==> src/rtl/uart_pkg.sv <==
// Shared serial-link package: receiver FSM states and default link constants.
// The same defaults are used by the transmitter so both ends agree.
package uart_pkg;

   localparam int UART_PACKET_SIZE = 16;
   localparam int UART_CYCLE_DIV   = 100;
   localparam int UART_PROP_DELAY  = 2;

   typedef enum logic [2:0] {
      IDLE     = 3'd0,
      ALIGN    = 3'd1,
      SHIFT    = 3'd2,
      COMMIT   = 3'd3,
      WAIT_LOW = 3'd4
   } rx_state_t;

endpackage

==> src/rtl/uart_sync2.sv <==
// Single-bit two-flop synchroniser for asynchronous pin inputs.
// Resets to 0 so an idle line reads low after reset.
module uart_sync2 (
   input  logic clk,
   input  logic rst_n,
   input  logic d_i,
   output logic q_o
);

   logic [1:0] sync_q;

   // shift the input through two flops
   always_ff @(posedge clk or negedge rst_n) begin
      if (!rst_n) sync_q <= '0;
      else        sync_q <= {sync_q[0], d_i};
   end

   assign q_o = sync_q[1];

endmodule

==> src/rtl/uart_frame_rx.sv <==
// Frame receiver: bitstream + "sending" qualifier in, word on valid/ready out.
// Define UART_RX_SYNC_EN to pass both inputs through two-flop synchronisers.
module uart_frame_rx
   import uart_pkg::*;
#(
   parameter int PACKET_SIZE = UART_PACKET_SIZE,
   parameter int CYCLE_DIV   = UART_CYCLE_DIV,
   parameter int PROP_DELAY  = UART_PROP_DELAY
) (
   input  logic                   clk,
   input  logic                   rst_n,
   input  logic                   bs_in,
   input  logic                   rec_sig,
   output logic [PACKET_SIZE-1:0] data,
   output logic                   data_valid,
   input  logic                   data_ready,
   output logic                   frame_err,
   output logic                   overrun,
   output logic                   busy
);

   localparam int CNT_W = $clog2(PROP_DELAY*CYCLE_DIV + CYCLE_DIV);
   localparam int IDX_W = $clog2(PACKET_SIZE + 1);

   localparam logic [CNT_W-1:0] ALIGN_LOAD =
      CNT_W'(PROP_DELAY*CYCLE_DIV + CYCLE_DIV/2 - 1);
   localparam logic [CNT_W-1:0] BIT_LOAD = CNT_W'(CYCLE_DIV - 1);
   localparam logic [IDX_W-1:0] LAST_IDX = IDX_W'(PACKET_SIZE - 1);

   logic bs_s;
   logic sig_s;

`ifdef UART_RX_SYNC_EN
   uart_sync2 u_sync_bs (
      .clk   (clk),
      .rst_n (rst_n),
      .d_i   (bs_in),
      .q_o   (bs_s)
   );

   uart_sync2 u_sync_sig (
      .clk   (clk),
      .rst_n (rst_n),
      .d_i   (rec_sig),
      .q_o   (sig_s)
   );
`else
   assign bs_s  = bs_in;
   assign sig_s = rec_sig;
`endif

   rx_state_t              state_q, state_d;
   logic [CNT_W-1:0]       cnt_q, cnt_d;
   logic [IDX_W-1:0]       idx_q, idx_d;
   logic [PACKET_SIZE-1:0] shift_q, shift_d;
   logic [PACKET_SIZE-1:0] data_q, data_d;
   logic                   valid_q, valid_d;
   logic                   ferr_q, ferr_d;
   logic                   ovr_q, ovr_d;
   logic                   sig_q;
   logic                   sig_rise;

   assign sig_rise = sig_s & ~sig_q;

   // next-state logic: frame alignment, bit sampling, commit and handshake
   always_comb begin
      state_d = state_q;
      cnt_d   = cnt_q;
      idx_d   = idx_q;
      shift_d = shift_q;
      data_d  = data_q;
      valid_d = valid_q;
      ferr_d  = 1'b0;
      ovr_d   = 1'b0;

      if (valid_q && data_ready) valid_d = 1'b0;

      unique case (state_q)
         IDLE: begin
            if (sig_rise) begin
               state_d = ALIGN;
               cnt_d   = ALIGN_LOAD;
            end
         end
         ALIGN: begin
            if (!sig_s) begin
               ferr_d  = 1'b1;
               state_d = IDLE;
               cnt_d   = '0;
            end else if (cnt_q == '0) begin
               shift_d[0] = bs_s;
               idx_d      = IDX_W'(1);
               cnt_d      = BIT_LOAD;
               state_d    = (PACKET_SIZE == 1) ? COMMIT : SHIFT;
            end else begin
               cnt_d = cnt_q - CNT_W'(1);
            end
         end
         SHIFT: begin
            if (!sig_s) begin
               ferr_d  = 1'b1;
               state_d = IDLE;
               cnt_d   = '0;
               idx_d   = '0;
            end else if (cnt_q == '0) begin
               for (int i = 0; i < PACKET_SIZE; i++) begin
                  if (idx_q == IDX_W'(i)) shift_d[i] = bs_s;
               end
               cnt_d = BIT_LOAD;
               if (idx_q == LAST_IDX) begin
                  idx_d   = '0;
                  state_d = COMMIT;
               end else begin
                  idx_d = idx_q + IDX_W'(1);
               end
            end else begin
               cnt_d = cnt_q - CNT_W'(1);
            end
         end
         COMMIT: begin
            data_d  = shift_q;
            valid_d = 1'b1;
            ovr_d   = valid_q && !data_ready;
            cnt_d   = '0;
            idx_d   = '0;
            state_d = WAIT_LOW;
         end
         WAIT_LOW: begin
            if (!sig_s) state_d = IDLE;
         end
         default: begin
            state_d = IDLE;
         end
      endcase
   end

   // state and output registers
   always_ff @(posedge clk or negedge rst_n) begin
      if (!rst_n) begin
         state_q <= IDLE;
         cnt_q   <= '0;
         idx_q   <= '0;
         shift_q <= '0;
         data_q  <= '0;
         valid_q <= 1'b0;
         ferr_q  <= 1'b0;
         ovr_q   <= 1'b0;
         sig_q   <= 1'b0;
      end else begin
         state_q <= state_d;
         cnt_q   <= cnt_d;
         idx_q   <= idx_d;
         shift_q <= shift_d;
         data_q  <= data_d;
         valid_q <= valid_d;
         ferr_q  <= ferr_d;
         ovr_q   <= ovr_d;
         sig_q   <= sig_s;
      end
   end

   assign data       = data_q;
   assign data_valid = valid_q;
   assign frame_err  = ferr_q;
   assign overrun    = ovr_q;
   assign busy       = (state_q != IDLE);

endmodule

==> config.mk <==
export PLATFORM = sky130hd
export DESIGN_NAME = uart_frame_rx
export DESIGN_NICKNAME = d
export VERILOG_FILES = /design/src/rtl/uart_pkg.sv /design/src/rtl/uart_sync2.sv /design/src/rtl/uart_frame_rx.sv
export SDC_FILE = /design/constraint.sdc
export NUM_CORES = 1
export LEC_CHECK = 0
export ABC_AREA = 1
export ABC_CLOCK_PERIOD_IN_PS = 4000
export CAP_MARGIN = 20
export CORE_UTILIZATION = 47
export DETAILED_ROUTE_END_ITERATION = 10
export PLACE_DENSITY = 0.69
export SKIP_CTS_REPAIR_TIMING = 1
export SLEW_MARGIN = 20
export SYNTH_ARGS = -nofsm -noshare
export SYNTH_HDL_FRONTEND = slang
export SYNTH_SLANG_ARGS = --single-unit
==> constraint.sdc <==
create_clock -name clk -period 4 [get_ports clk]
set_input_delay 0.8 -clock clk [delete_from_list [all_inputs] [get_ports clk]]
set_output_delay 0.8 -clock clk [all_outputs]
set_load 0.05 [all_outputs]
* Yosys cells after proc, flatten, opt, wreduce, memory -nomap -nowiden
Index checks and enable logic that the tools add are counted.
W data, S select, Z words.
** Word-level totals
- Register bits after elaboration :: 53
** Cells by class
- Add/subtract/negate cells :: 2
- Equality and inequality tests :: 29
- Mux-type cells :: 29
- Bitwise logic cells :: 2
- Reduce and logical (&&, ||, !) cells :: 31
** Operators with widths (count)
- $reduce_and A4 Y1 :: 16
- $eq A5 B4 Y1 const B :: 8
- $mux W9 :: 3
- $pmux W9 S3 :: 1
- $mux W5 :: 5
- $mux W3 :: 7
- $eq A5 B3 Y1 const B :: 4
- $pmux W3 S5 :: 1
- $pmux W5 S3 :: 1
- $ne A2 B2 Y1 const B :: 7
- $eq A5 B2 Y1 const B :: 2
- $mux W1 :: 10
- $logic_not A9 Y1 :: 1
- $ne A3 B3 Y1 const B :: 3
- $reduce_bool A3 Y1 :: 3
- $sub A9 B1 Y9 const B :: 1
- $eq A3 B2 Y1 const B :: 2
- $reduce_and A6 Y1 :: 1
- $add A5 B1 Y5 const B :: 1
- $eq A5 B1 Y1 const B :: 1
- $logic_not A5 Y1 :: 1
- $reduce_and A5 Y1 :: 1
- $reduce_bool A2 Y1 :: 2
- $eq A3 B1 Y1 const B :: 1
- 9 further kinds :: 10

* Longest topological paths before layout
Gate-level depths: netlist of the first run.
- Depth in word-level cells :: 5
- Gate-level depth with buffers :: 11

* Least setup slack after synthesis of the first run
No wires, ideal clock.
- Path type :: reg-to-output
- Start point :: register state_q[1]
- End point :: output port busy
- Data arrival time :: 895 ps
- Data required time :: 3200 ps
- Slack :: 2305 ps
- Cell stages (with the launch flop) :: 3
- Path through :: dfrtp_1 nor2_1 nand2_1
** Between the ends
- Cells in the longest elaborated chain, start to end :: 1
** RTL lines
- start, declared :: RTL line uart_frame_rx.sv:52 : rx_state_t state_q, state_d;
- start signal, assigned :: RTL line uart_frame_rx.sv:150 : state_q <= state_d;
- $reduce_bool A3 Y1 :: RTL line uart_frame_rx.sv:166 : assign busy = (state_q != IDLE);
- end, declared :: RTL line uart_frame_rx.sv:19 : output logic busy
Every way passes these cells.

* Worst setup path in the final report of the first run
Same ends and word-level chain as after synthesis.

==> flow_summary.ini, run 1 <==
[timing]
finalCritPeriodShare = 0.646
tightest_slew_ps = 653
max_freq_mhz = 387
skew_ps = 3.70
rsz0062_at_grt = false
hold_violations = 0
min_period_ps = 2580
slew_headroom = 0.565
timing.setup.tns_ps = 0
final.setup.worst_slack_ps = 1420
slew_violations = 0
setup_viol = 0

[logic_synthesis]
synthFlopType = dfrtp_1
synth_largest_area_cell = dfrtp_1
netlist_top_cells_count = 103 x nand2_1, 53 x dfrtp_1, 46 x inv_1
syn_area_per_cell_um2 = 7.77
synth-seq-cells = 53
post-synth-top-count-cell = nand2_1
yosysWarnings = 0
syn_inst = 356
synth.area.top_cells = dfrtp_1 48%, nand2_1 14%, inv_1 6.2%, nand3_1 4.5%, o21ai_0 4.2%
async_flop_share = 1.00
yosysUniqueCellTypes = 29
yosysTopAreaCellShare = 0.479
syn-num-nets = 367
syn-cell-area_um2 = 2770
seq_area_frac_synth = 0.479
synth_enable_flop_cells = 0

[power_and_ir_drop]
powerDensity_nw_per_um2 = 680
vdd_drop_max_v = 0.000370
p_leak_uw = 0.00153

[cts]
clock_latency_ps = 300
clk_pin_slew_ps = 90
cts_root_buffer = clkbuf_8
cts.sinks = 53
cts_tree = done
cts-buffers-inserted = 5
htree_levels = 2
clk_path_buf_depth = 2

[place]
port_buffers = 24
detailed_place_hpwl_um = 3810
place_ws_ps = 1640
dp.cells = 445
gp_congestion = 0.895

[critical_path]
crit_arrival_ps = 1780
path_class = reg -> out
path_max_fanout = 5
reg2reg_to = cnt_q[7]
startpoint_type = flop
reg2reg_from = state_q[2]
reg2reg_depth = 7
reg2reg_slack_ps = 2100
endpoint_kind = output port
cp.required_ps = 3200

[route]
ant_nets = 0
wl_um = 5190
drc = 0
drt_iter0_drc = 89
route.detailed.wl_per_inst_um = 11.5
via_per_inst = 4.98
first_pass_iters = 4
num_vias = 2257

[floorplan]
die_w_um = 78.7
fp.dieH_um = 78.7
placementRows = 27
initial_core_util = 0.497
core_area_um2 = 5570
ios = 25
dieArea_um2 = 6200

[outcome]
status = finished clean

[layout]
drive_gt1_frac = 0.0866
final_nets = 391
fin_cells = 453
area_growth_pct = 13.2
antennaDiodeCount = 0

[global_routing]
grt_max_degree = 54
grt_pass1_vias = 2090
grt_first_pass_wirelength_um = 9200
antenna_found_initial = 0
grt_usage = 0.188
overflow = 0

[run]
cap_violations = 0

[min_path]
min_to = shift_q[14]
hold_class = reg -> reg
holdPathStages = 2
min_from = shift_q[14]
## metrics by stage
| step | total power, µW | hold WS, ps | area, µm² | util |
|---|---|---|---|---|
| 2_1_floorplan | 1550 | 435 | 2770 | - |
| 3_3_place_gp | 1830 | 457 | 3050 | 0.547 |
| 3_5_place_dp | 1850 | 464 | 3050 | 0.547 |
| 4_1_cts | 2150 | 486 | 3130 | 0.562 |
| 5_1_grt | 2290 | 501 | 3130 | 0.562 |
| 6_report | 2130 | 484 | 3130 | 0.562 |
## worst max-delay path, cell delays in order (launching register included)
cell,delay (ps)
dfrtp_1,440
nor2_1,190
nand2_1,120
clkdlybuf4s50_1,720
## where the power goes
part | internal [µW] | switching, µW
registers | 673 | 101
clock network | 125 | 169
logic | 329 | 732
## per-layer routing
metal,vias up,track usage,routed length [µm]
li1,1166,-,-
met1,1047,0.260,2680
met2,34,0.293,2240
met3,10,0.0402,170
met4,0,0.0667,99
met5,-,0,0
## how the worst max path moves through the flow
stage               start        to  slack (ps)  depth (start not counted)
6_report       state_q[1]      busy        1420                          3
5_1_grt        state_q[1]      busy        1260                          3
4_1_cts        state_q[1]      busy        1410                          3
3_5_place_dp      rec_sig  cnt_q[8]        1640                          8
3_3_place_gp      rec_sig  cnt_q[8]        1720                          8
2_1_floorplan  state_q[1]      busy        2300                          2
## kinds of logic (layout without fill, tap and decap cells)
kind of cell,Yosys count,count (layout),share of synthesized area
simple gates,186,186,0.301
fa+ha+maj,6,6,0.0271
mux,3,3,0.0122
compound gates,43,43,0.0809
xor+xnor,2,2,0.00633
buf+inv,63,88,0.0936
flops,53,53,0.479
## sequential cells by signal (all words and copies together), names as in the netlist
register and cells:
sig_q 1, frame_err 1, shift_q 16, overrun 1, cnt_q 9, data 16, state_q 3, data_valid 1
idx_q 5
## layout by cell type, fill, tap and decap left out, drive strengths merged, types with 2 or more instances in the layout
cell type,n
inv,56
xor2,2
nor3,16
a22oi,3
nand3,26
nand4,4
a21oi,3
mux2,3
clkbuf,6
nor2,33
clkdlybuf4s50,23
nand2,106
dfrtp,53
buf,2
o21ai,36
ha,6
## cell type report
type                            instances  area [µm²]
Inverter                               55         206
Multi-Input combinational cell        240        1180
Fill cell                             538        2440
Sequential cell                        53        1330
Timing Repair Buffer                   25         243
Clock buffer                            6        72.6
Clock inverter                          2        13.8
Tap cell                               72        90.1
Power figures use the tool's default switching activity.
==> run 2: changes to the inputs <==
--- a/config.mk
+++ b/config.mk
@@ -6,11 +6,11 @@
 export NUM_CORES = 1
 export LEC_CHECK = 0
 export ABC_AREA = 1
-export ABC_CLOCK_PERIOD_IN_PS = 4000
+export ABC_CLOCK_PERIOD_IN_PS = 2100
 export CAP_MARGIN = 20
 export CORE_UTILIZATION = 47
 export DETAILED_ROUTE_END_ITERATION = 10
-export PLACE_DENSITY = 0.69
+export PLACE_DENSITY = 0.72
 export SKIP_CTS_REPAIR_TIMING = 1
 export SLEW_MARGIN = 20
 export SYNTH_ARGS = -nofsm -noshare
==> constraint.sdc (replaced) <==
create_clock -name clk -period 2.1 [get_ports clk]
set_input_delay 0.42 -clock clk [delete_from_list [all_inputs] [get_ports clk]]
set_output_delay 0.42 -clock clk [all_outputs]
set_load 0.05 [all_outputs]
==> flow_summary.ini, run 2 (synthesis gave the netlist of run 1 again) <==
[global_routing]
met2_usage = 0.303
overflow = 0
use_met3 = 0.0345
grt_usage = 0.198
grt_busiest_layer = met2
grt_pass1_vias = 2025
antenna_found_initial = 0
grt_first_pass_wirelength_um = 9540
grt_max_degree = 33
met1_usage = 0.282

[layout]
final_nets = 395
fin_cells = 457
drive_gt1_frac = 0.101
final_common_cell = nand2_1
antennaDiodeCount = 0
final_cell_mix = 103 x nand2_1, 53 x dfrtp_1, 46 x inv_1, 28 x nor2_1, 25 x nand3_1
fin_area_um2 = 3200
area_growth_pct = 15.6

[critical_path]
cp.required_ps = 1680
crit_arrival_ps = 1480
path_class = reg -> out
path_buf_inv = 1
cp_cell_sequence = clkdlybuf4s50_1
slowest_stage = clkdlybuf4s50_1
endpoint_kind = output port
startpoint_type = flop
path_max_fanout = 2
path_delay_family = buffers and inverters
critPathMaxStageDelay_ps = 800

[min_path]
hold_class = in -> async

[power_and_ir_drop]
p_sw_frac = 0.458
p_leak_uw = 0.00157
power.switching_uw = 1940
powerDensity_nw_per_um2 = 1320
p_comb_frac = 0.488
p_int_uw = 2300
seqPwrFrac = 0.348
pwr-share-clk = 0.163
vdd_drop_max_v = 0.000740

[place]
dpl-instance-area_um2 = 3090
place_ws_ps = 287
gp_congestion = 0.868
dp.cells = 449
port_buffers = 24
detailed_place_hpwl_um = 3930

[route]
num_vias = 2267
first_pass_iters = 4
drt_iter0_drc = 101
route.detailed.wl_per_inst_um = 11.8
via_per_inst = 4.96
ant_nets = 0
drc = 0
wl_um = 5380

[floorplan]
ios = 25
fp.dieH_um = 78.7
dieArea_um2 = 6200
placementRows = 27
die_w_um = 78.7
core_area_um2 = 5570
initial_core_util = 0.497

[run]
cap_violations = 0

[cts]
cts.sinks = 53
cts_tree = done
htree_levels = 2
clock_latency_ps = 310
clk_pin_slew_ps = 90
cts_root_buffer = clkbuf_8
clk_path_buf_depth = 2
cts-buffers-inserted = 5

[timing]
finalCritPeriodShare = 0.903
final.setup.worst_slack_ps = 205
slew_violations = 0
hold_violations = 0
skew_ps = 7.95
slew_headroom = 0.635
max_freq_mhz = 528
timing.setup.tns_ps = 0
min_period_ps = 1900
tightest_slew_ps = 546
setup_viol = 0
rsz0062_at_grt = false

[outcome]
status = finished clean
run 2: cell count changes in the layout (fill, tap and decap cells not counted):
| cell | delta |
|---|---|
| buf_4 | +4 |
| buf_12 | +1 |
| bufinv_16 | +1 |
| clkbuf_1 | -1 |
| clkdlybuf4s50_1 | -1 |
run 2: power by group through the flow:
stage / registers, µW / logic [µW] / clock network, µW
floorplan: 1970 / 988 / 0
global placement: 1480 / 2050 / 0
detailed placement: 1490 / 2070 / 0
CTS: 1470 / 2070 / 717
global route: 1500 / 2280 / 760
finish: 1470 / 2070 / 691
run 2: path summary, 6_finish.rpt:
kind	from	to	slack (ps)	cells after the start
worst min-delay path	rst_n	data[13]	80	1
worst max-delay path	data[7]	data[7]	200	1
min in group clk	data[6]	data[6]	490	2
worst min register to register	data[6]	data[6]	490	2
worst max register to register	cnt_q[0]	shift_q[11]	340	9
max in group asynchronous	rst_n	shift_q[2]	1490	2
run 2: cell type report:
| class | count | area [µm²] |
|---|---|---|
| repair buffers | 29 | 283 |
| inverters | 55 | 206 |
| well taps | 72 | 90.1 |
| fillers | 526 | 2370 |
| clock buffers | 5 | 68.8 |
| clock inverters | 3 | 43.8 |
| flip-flops and latches | 53 | 1330 |
| multi-input cells | 240 | 1180 |
run 2: stage by stage:
step,total power (µW),utilization,hold slack [ps]
2_1_floorplan,2960,-,124
3_3_place_gp,3530,0.554,430
3_5_place_dp,3560,0.554,424
4_1_cts,4270,0.574,87.8
5_1_grt,4540,0.574,111
6_report,4230,0.574,78.1
run 2: routing by layer:
| metal | part of all wire | vias to the layer above |
|---|---|---|
| li1 | - | 1176 |
| met1 | 0.49 | 1027 |
| met2 | 0.45 | 55 |
| met3 | 0.047 | 9 |
| met4 | 0.013 | 0 |
| met5 | 0 | - |
==> run 3: changes to the inputs <==
--- a/config.mk
+++ b/config.mk
@@ -8,9 +8,11 @@
 export ABC_AREA = 1
 export ABC_CLOCK_PERIOD_IN_PS = 2100
 export CAP_MARGIN = 20
-export CORE_UTILIZATION = 47
+export CELL_PAD_IN_SITES_DETAIL_PLACEMENT = 1
+export CELL_PAD_IN_SITES_GLOBAL_PLACEMENT = 1
+export CORE_UTILIZATION = 38
 export DETAILED_ROUTE_END_ITERATION = 10
-export PLACE_DENSITY = 0.72
+export PLACE_DENSITY = 0.77
 export SKIP_CTS_REPAIR_TIMING = 1
 export SLEW_MARGIN = 20
 export SYNTH_ARGS = -nofsm -noshare
==> flow_summary.ini, run 3 (synthesis gave the netlist of run 1 again) <==
[critical_path]
path_buf_inv = 1
reg2reg_to = idx_q[2]
reg2reg_from = cnt_q[0]
path_delay_family = buffers and inverters
path_max_fanout = 2
cp_cell_sequence = clkdlybuf4s50_1
startpoint_type = flop
critPathMaxStageDelay_ps = 810
cp.required_ps = 1680
reg2reg_slack_ps = 200
slowest_stage = clkdlybuf4s50_1
reg2reg_depth = 9
path_class = reg -> out
crit_arrival_ps = 1480
endpoint_kind = output port

[power_and_ir_drop]
power.switching_uw = 1990
seqPwrFrac = 0.355
p_sw_frac = 0.477
p_leak_uw = 0.00156
pwr-share-clk = 0.141
p_comb_frac = 0.504
power.total_uw = 4170
p_int_uw = 2180
powerDensity_nw_per_um2 = 1300
vdd_drop_max_v = 0.000486

[floorplan]
dieArea_um2 = 7630
fp.dieH_um = 87.3
initial_core_util = 0.401
die_w_um = 87.3
core_area_um2 = 6910
ios = 25
placementRows = 30

[cts]
clock_latency_ps = 300
clk_path_buf_depth = 2
cts_root_buffer = clkbuf_8
cts.sinks = 53
clk_pin_slew_ps = 100
htree_levels = 2
cts_tree = done
cts-buffers-inserted = 5

[route]
route.detailed.wl_per_inst_um = 13.5
drc = 0
first_pass_iters = 4
wl_um = 6510
drt_iter0_drc = 61
via_per_inst = 4.79
num_vias = 2310
ant_nets = 0

[layout]
antennaDiodeCount = 0
register_area_um2 = 1330
fill_cells = 894
final_common_cell = nand2_1
multi_input_area_um2 = 1180
fin_cells = 482
area_growth_pct = 16.0
drive_gt1_frac = 0.101
final_nets = 396
final_cell_mix = 103 x nand2_1, 53 x dfrtp_1, 46 x inv_1, 28 x nor2_1, 25 x nand3_1

[global_routing]
grt_first_pass_wirelength_um = 11300
met1_usage = 0.248
grt_max_degree = 34
overflow = 0
grt_busiest_layer = met2
antenna_found_initial = 0
met2_usage = 0.331
grt_pass1_vias = 2434
grt_usage = 0.192
use_met3 = 0.0351

[place]
detailed_place_hpwl_um = 4860
gp_congestion = 0.893
port_buffers = 24
dp.cells = 474

[timing]
slew_headroom = 0.586
slew_violations = 0
rsz0062_at_grt = false
finalCritPeriodShare = 0.906
setup_viol = 0
min_period_ps = 1900
tightest_slew_ps = 620
skew_ps = 5.24
timing.setup.tns_ps = 0
hold_violations = 0
max_freq_mhz = 526

[outcome]
status = finished clean

[min_path]
hold_class = in -> async

[run]
cap_violations = 0
[run 3: worst max-delay path by stage]
stage               slack, ps     endpoint  cells after the start        from
finish                    200      data[8]                      1     data[8]
global route               30  shift_q[11]                      9    cnt_q[0]
CTS                       180      data[7]                      1     data[7]
detailed placement        250     idx_q[2]                      7     rec_sig
global placement          280     idx_q[3]                      7     rec_sig
floorplan                 470     cnt_q[2]                      8  state_q[1]
[run 3: power by group through the flow]
stage                     clock network, µW  registers [µW]  logic [µW]
after floorplan                           0            1970         988
after CTS                               614            1480        2120
after global routing                    649            1520        2320
after global placement                    0            1490        2060
final                                   587            1480        2100
after detailed placement                  0            1500        2110
[run 3: layout make-up]
class	count	share of cell area
Sequential cell	53	0.413
Tap cell	96	0.0374
Clock inverter	2	0.00429
Timing Repair Buffer	30	0.0904
Multi-Input combinational cell	240	0.368
Inverter	55	0.0643
Clock buffer	6	0.0226
[run 3: through the flow]
| step | setup slack (ps) | util | area (µm²) | hold slack (ps) |
|---|---|---|---|---|
| detailed placement | 255 | 0.453 | 3130 | 426 |
| finish | 198 | 0.465 | 3210 | 60.6 |
| global placement | 284 | 0.453 | 3130 | 431 |
| CTS | 183 | 0.465 | 3210 | 84.9 |
| floorplan | 470 | - | 2770 | 124 |
| global route | 28.2 | 0.465 | 3210 | 94.2 |
[run 3: routing by layer]
layer	wire, µm	up-vias
li1	-	1178
met1	3160	1109
met2	3200	19
met3	105	4
met4	50	0
met5	0	-
